**src/rtl/rally_scorer.sv**
```systemverilog
// Rally scoring controller: serves, awards points on ball exit, tracks scores and declares a winner.
// Optional macro DEUCE_EN selects win-by-two scoring.
module rally_scorer #(
    parameter int unsigned WIN_SCORE  = 7,
    parameter logic [25:0] POINT_HOLD = 26'd50_000_000
) (
    input  logic        clock,
    input  logic        reset,
    input  logic        start,
    input  logic [15:0] light,
    input  logic [1:0]  direction,
    output logic [1:0]  serve,
    output logic [3:0]  score_left,
    output logic [3:0]  score_right,
    output logic        point,
    output logic [1:0]  winner
);

    typedef enum logic [2:0] {
        S_IDLE,
        S_SERVE,
        S_RALLY,
        S_POINT,
        S_OVER
    } state_t;

    localparam logic [1:0] NONE  = 2'b00;
    localparam logic [1:0] LEFT  = 2'b01;
    localparam logic [1:0] RIGHT = 2'b10;
    localparam logic [3:0] WIN   = 4'(WIN_SCORE);
`ifdef DEUCE_EN
    localparam logic [3:0] WIN_CAP = 4'(WIN_SCORE + 1);
    localparam logic [3:0] WIN_M1  = 4'(WIN_SCORE - 1);
`endif

    // Post-increment score pair {gainer, other} for one awarded point.
    function automatic logic [7:0] add_point(input logic [3:0] gain, input logic [3:0] other);
        logic [3:0] g;
        logic [3:0] o;
        g = gain;
        o = other;
`ifdef DEUCE_EN
        if (g < WIN_CAP) g = g + 4'd1;
        if (g == o && g >= WIN_M1) begin
            g = g - 4'd1;
            o = o - 4'd1;
        end
`else
        if (g < WIN) g = g + 4'd1;
`endif
        return {g, o};
    endfunction

    function automatic logic [1:0] win_code(input logic [3:0] l, input logic [3:0] r);
        logic [1:0] code;
        code = NONE;
`ifdef DEUCE_EN
        if (l >= WIN && {1'b0, l} >= {1'b0, r} + 5'd2) code = LEFT;
        else if (r >= WIN && {1'b0, r} >= {1'b0, l} + 5'd2) code = RIGHT;
`else
        if (l == WIN) code = LEFT;
        else if (r == WIN) code = RIGHT;
`endif
        return code;
    endfunction

    logic [15:0] light_q;
    logic [1:0]  dir_q;
    logic        start_q;
    logic        start_prev;
    logic        sampled;
    logic        armed;
    logic        start_evt_c;

    // Input capture; armed only after a genuine low start sample so a held button cannot fire.
    always_ff @(posedge clock or negedge reset) begin
        if (!reset) begin
            light_q    <= '0;
            dir_q      <= '0;
            start_q    <= 1'b0;
            start_prev <= 1'b0;
            sampled    <= 1'b0;
            armed      <= 1'b0;
        end else begin
            light_q    <= light;
            dir_q      <= direction;
            start_q    <= start;
            start_prev <= start_q;
            sampled    <= 1'b1;
            armed      <= armed | (sampled & ~start_q);
        end
    end

    assign start_evt_c = armed & start_q & ~start_prev;

    state_t      state, state_next;
    logic [1:0]  server, server_next;
    logic [1:0]  last_dir, last_dir_next;
    logic [25:0] hold_cnt, hold_next;
    logic [1:0]  serve_next;
    logic [3:0]  left_next, right_next;
    logic        point_next;
    logic [1:0]  winner_next;
    logic [7:0]  left_gain_c;
    logic [7:0]  right_gain_c;
    logic [1:0]  result_c;

    assign left_gain_c  = add_point(score_left, score_right);
    assign right_gain_c = add_point(score_right, score_left);
    assign result_c     = win_code(score_left, score_right);

    always_ff @(posedge clock or negedge reset) begin
        if (!reset) begin
            state       <= S_IDLE;
            server      <= LEFT;
            last_dir    <= NONE;
            hold_cnt    <= '0;
            serve       <= NONE;
            score_left  <= '0;
            score_right <= '0;
            point       <= 1'b0;
            winner      <= NONE;
        end else begin
            state       <= state_next;
            server      <= server_next;
            last_dir    <= last_dir_next;
            hold_cnt    <= hold_next;
            serve       <= serve_next;
            score_left  <= left_next;
            score_right <= right_next;
            point       <= point_next;
            winner      <= winner_next;
        end
    end

    always_comb begin
        state_next    = state;
        server_next   = server;
        last_dir_next = last_dir;
        hold_next     = hold_cnt;
        serve_next    = NONE;
        left_next     = score_left;
        right_next    = score_right;
        point_next    = 1'b0;
        winner_next   = winner;
        case (state)
            S_IDLE, S_OVER: begin
                if (start_evt_c) begin
                    state_next  = S_SERVE;
                    left_next   = '0;
                    right_next  = '0;
                    winner_next = NONE;
                    server_next = LEFT;
                    serve_next  = LEFT;
                end
            end
            S_SERVE: begin
                if (light_q != '0) begin
                    state_next    = S_RALLY;
                    last_dir_next = NONE;
                end else begin
                    serve_next = server;
                end
            end
            S_RALLY: begin
                if (dir_q != NONE) last_dir_next = dir_q;
                // Ball left the court: the player it was heading toward missed.
                if (light_q == '0) begin
                    if (last_dir == LEFT) begin
                        {right_next, left_next} = right_gain_c;
                        server_next = RIGHT;
                        point_next  = 1'b1;
                        hold_next   = '0;
                        state_next  = S_POINT;
                    end else if (last_dir == RIGHT) begin
                        {left_next, right_next} = left_gain_c;
                        server_next = LEFT;
                        point_next  = 1'b1;
                        hold_next   = '0;
                        state_next  = S_POINT;
                    end else begin
                        state_next = S_SERVE;
                        serve_next = server;
                    end
                end
            end
            S_POINT: begin
                if (hold_cnt + 26'd1 >= POINT_HOLD) begin
                    hold_next = '0;
                    if (result_c != NONE) begin
                        state_next  = S_OVER;
                        winner_next = result_c;
                    end else begin
                        state_next = S_SERVE;
                        serve_next = server;
                    end
                end else begin
                    hold_next = hold_cnt + 26'd1;
                end
            end
            default: state_next = S_IDLE;
        endcase
    end

endmodule

```
**config.mk**
```make
export PLATFORM = sky130hd
export DESIGN_NAME = rally_scorer
export DESIGN_NICKNAME = d
export VERILOG_FILES = /design/src/rtl/rally_scorer.sv
export SDC_FILE = /design/constraint.sdc
export NUM_CORES = 1
export LEC_CHECK = 0
export CAP_MARGIN = 0
export CORE_MARGIN = 8
export CORE_UTILIZATION = 62
export CTS_CLUSTER_DIAMETER = 150
export DETAILED_ROUTE_END_ITERATION = 10
export GPL_TIMING_DRIVEN = 0
export PLACE_DENSITY = 0.91
export SLEW_MARGIN = 25
export SYNTH_ARGS = -nofsm -noshare
export SYNTH_HDL_FRONTEND = slang
export SYNTH_SLANG_ARGS = --single-unit
```
**constraint.sdc**
```tcl
create_clock -name clock -period 4.2 [get_ports clock]
set_clock_uncertainty 0.2 [all_clocks]
set_input_delay 0.42 -clock clock [delete_from_list [all_inputs] [get_ports clock]]
set_output_delay 0.42 -clock clock [all_outputs]
set_load 0.02 [all_outputs]
```
==> metrics.cfg <==
[run_status]
outcome = completed

[timing]
fmax_mhz = 264
setup_slack_ns = 0.407
hold_viol = 0
period_needed_ns = 3.79
finalCritPeriodShare_pct = 90.3
finalSetupTns_ns = 0
worst_pin_slew_ns = 1.01
rsz0062_at_grt = no
maxSlewHeadroom_pct = 32.5
slew_violations = 0
finalSetupViolCount = 0

[grt]
grt_pass1_vias = 3130
grt_max_degree = 44
antenna_found_initial = 0
grt_first_pass_wirelength_um = 15100
grt_use_total_pct = 22.2
grt_overflow = 0

[drt]
vias = 3239
drtIter0Drc = 360
wirelength_um = 8880
viasPerCell = 6.54
remaining_drc_errors = 0
dr.pass1.iters = 5
routedWlPerCell_um = 17.9
postRouteAntennaNets = 0

[yosys]
synth_top_area_share_pct = 47.2
yosysMostFrequentCell = dfrtp_1
syn-cell-area_um2 = 3550
yosys.area.top_type = dfrtp_1
synth_nets = 398
syn_inst = 372
synth_cell_types = 63
ys_ff_latch = 68
synthTopCellsByArea = dfrtp_1 47%, nand2_1 3.7%, nor2_1 3.5%
yosysSeqAreaShare_pct = 48.0
synthArstFlopShare_pct = 100
synth_flop_cell = dfrtp_1
postSynthAreaPerCell_um2 = 9.54
yosysWarnings = 0
synth_edf_count = 0
synth_common_cells = 67 x dfrtp_1, 35 x nand2_1, 33 x nor2_1

[critical_path]
reg2reg_depth = 9
cp.arrival_ns = 3.89
reg2reg_slack_ns = 0.41
crit_type = flip-flop to flip-flop
cp_max_fo = 10
cp.required_ns = 4.30
startpoint = hold_cnt[0]
crit_path_start_kind = flip-flop
r2r-start = hold_cnt[0]
rr_endpoint = hold_cnt[6]
end_kind = flip-flop
endpoint = hold_cnt[6]

[clocking]
ctsHoldBuffers = 1
cts.sinks = 68
cts_setup_buffers = 0
cts_root_buffer = clkbuf_8
clock_tree.buffer_depth = 2
clk_latency_ns = 0.36
cts.clk_slew.worst_paths_ns = 0.08
cts_resized = 0
h-tree-depth = 3
cts_tree = done
cts_buffers = 9

[place]
hpwl_um = 5890
post-place-ws_ns = 0.679
place_congestion = 0.908
numPortBuffers = 33

[die]
fp.dieW_um = 91.7
placementRows = 27
initial_utilization_pct = 64.5
core_um2 = 5510
die_area_um2 = 8400
die_h_um = 91.7
num_io_pins = 34

[pwr]
p_int_mw = 1.17
combPwrFrac_pct = 26.5
switching_share_pct = 35.7
clockPowerShare_pct = 31.7
p_sw_mw = 0.649
power_density_nw_per_um2 = 433
p_leak_nw = 1.76
vdd_drop_max_uv = 266
p_seq_share_pct = 41.7

[finish]
area_growth_syn_to_layout_pct = 18.4
drive_gt1_share_pct = 10.4
layout.nets = 444
seqCellArea_um2 = 1700
fillers = 374
fin_util_pct = 76.3
multi_input_area_um2 = 1690
antenna_cells = 0

[hold_path]
min-delay-path-class = flip-flop to flip-flop

[run]
drv_cap = 0

power groups by stage:
stage / Sequential [mW] / Clock (mW) / Combinational (mW)
5_1_grt: 0.764 / 0.603 / 0.525
3_3_place_gp: 0.762 / 0 / 0.444
6_report: 0.759 / 0.577 / 0.482
3_5_place_dp: 0.766 / 0 / 0.464
2_1_floorplan: 0.757 / 0 / 0.320
4_1_cts: 0.756 / 0.575 / 0.472
cell usage in the layout, fill, tap and decap left out, drive strengths merged, types with 2 or more instances in the layout:
cell	Yosys	layout
a211o	3	3
a211oi	3	3
a21o	7	7
a21oi	14	14
a221o	6	6
a221oi	2	2
a22o	4	4
a31oi	2	2
and2	2	2
and3	3	3
buf	12	14
clkbuf	11	20
clkdlybuf4s50	0	32
clkinvlp	0	2
dfrtp	67	67
ha	5	5
inv	11	15
mux2i	4	4
nand2	35	35
nand2b	2	2
nand3	17	17
nand3b	5	5
nand4	16	16
nor2	34	34
nor3	18	18
nor3b	7	7
nor4	10	10
o211ai	5	5
o21a	5	5
o21ai	17	17
o22ai	4	4
o311ai	4	4
o31ai	2	2
or2	3	3
or3	4	4
or4	3	3
xnor2	8	8
worst max-delay path, stage by stage, from the launching register on:
cell      delay, ns
dfrtp_1        0.48
ha_1           0.29
nand4_1        0.17
buf_2          0.23
nor3_1         0.82
a311oi_1       0.22
o211ai_1       0.43
o21ai_2        0.16
nor2_2         0.48
a22o_1         0.25
kinds of logic (layout without fill, tap and decap cells):
kind of cell / count (synthesis) / in the layout / share of synthesized area (%)
adders and majority gates: 5 / 5 / 1.76
and+or+nand+nor: 163 / 163 / 24.6
xor gates and xnor gates: 9 / 9 / 2.22
DFF: 68 / 68 / 48.0
other: 1 / 1 / 0.106
buffers and inverters: 34 / 85 / 4.41
AOI/OAI and AO/OA: 88 / 88 / 17.8
muxes: 4 / 4 / 1.13
per-layer routing:
layer  share of wire [%]  vias up  GRT usage [%]
met3                 7.0       34           6.85
met1                  40     1600           26.4
li1                    -     1468              -
met4                 3.0        0           9.69
met2                  50      137           36.4
met5                   0        -              0
metrics by stage:
| stage | hold slack, ns | instance area [um2] | total power [mW] | cells |
|---|---|---|---|---|
| detailed placement | 0.143 | 3990 | 1.23 | 478 |
| global placement | 0.193 | 3970 | 1.21 | 477 |
| floorplan | -0.0756 | 3550 | 1.08 | 372 |
| finish | 0.220 | 4200 | 1.82 | 495 |
| CTS | 0.219 | 4200 | 1.80 | 495 |
| global route | 0.246 | 4200 | 1.89 | 495 |
cell type report:
cell class | count | area share, %
buffer | 23 | 2.74
clock buffer | 9 | 2.95
clock inverter | 7 | 1.96
inverter | 11 | 0.982
multi-input combinational | 270 | 40.2
sequential | 68 | 40.5
tap | 72 | 2.14
timing repair buffer | 35 | 8.51
worst min path at each step:
stage | startpoint | to | cells after the start
finish | start_q | start_prev | 0
global route | start_q | start_prev | 0
CTS | start_q | start_prev | 0
detailed placement | reset | light_q[6] | 1
global placement | start_q | start_prev | 0
floorplan | reset | armed | 0
registers in the layout (all words and copies together) (netlist names):
register     count
score_left       4
start_prev       1
hold_cnt        26
light_q         16
sampled          1
dir_q            2
start_q          1
winner           2
armed            1
server           2
last_dir         2
state            3
serve            2
point            1
score_right      4
Power figures use the tool's default switching activity.
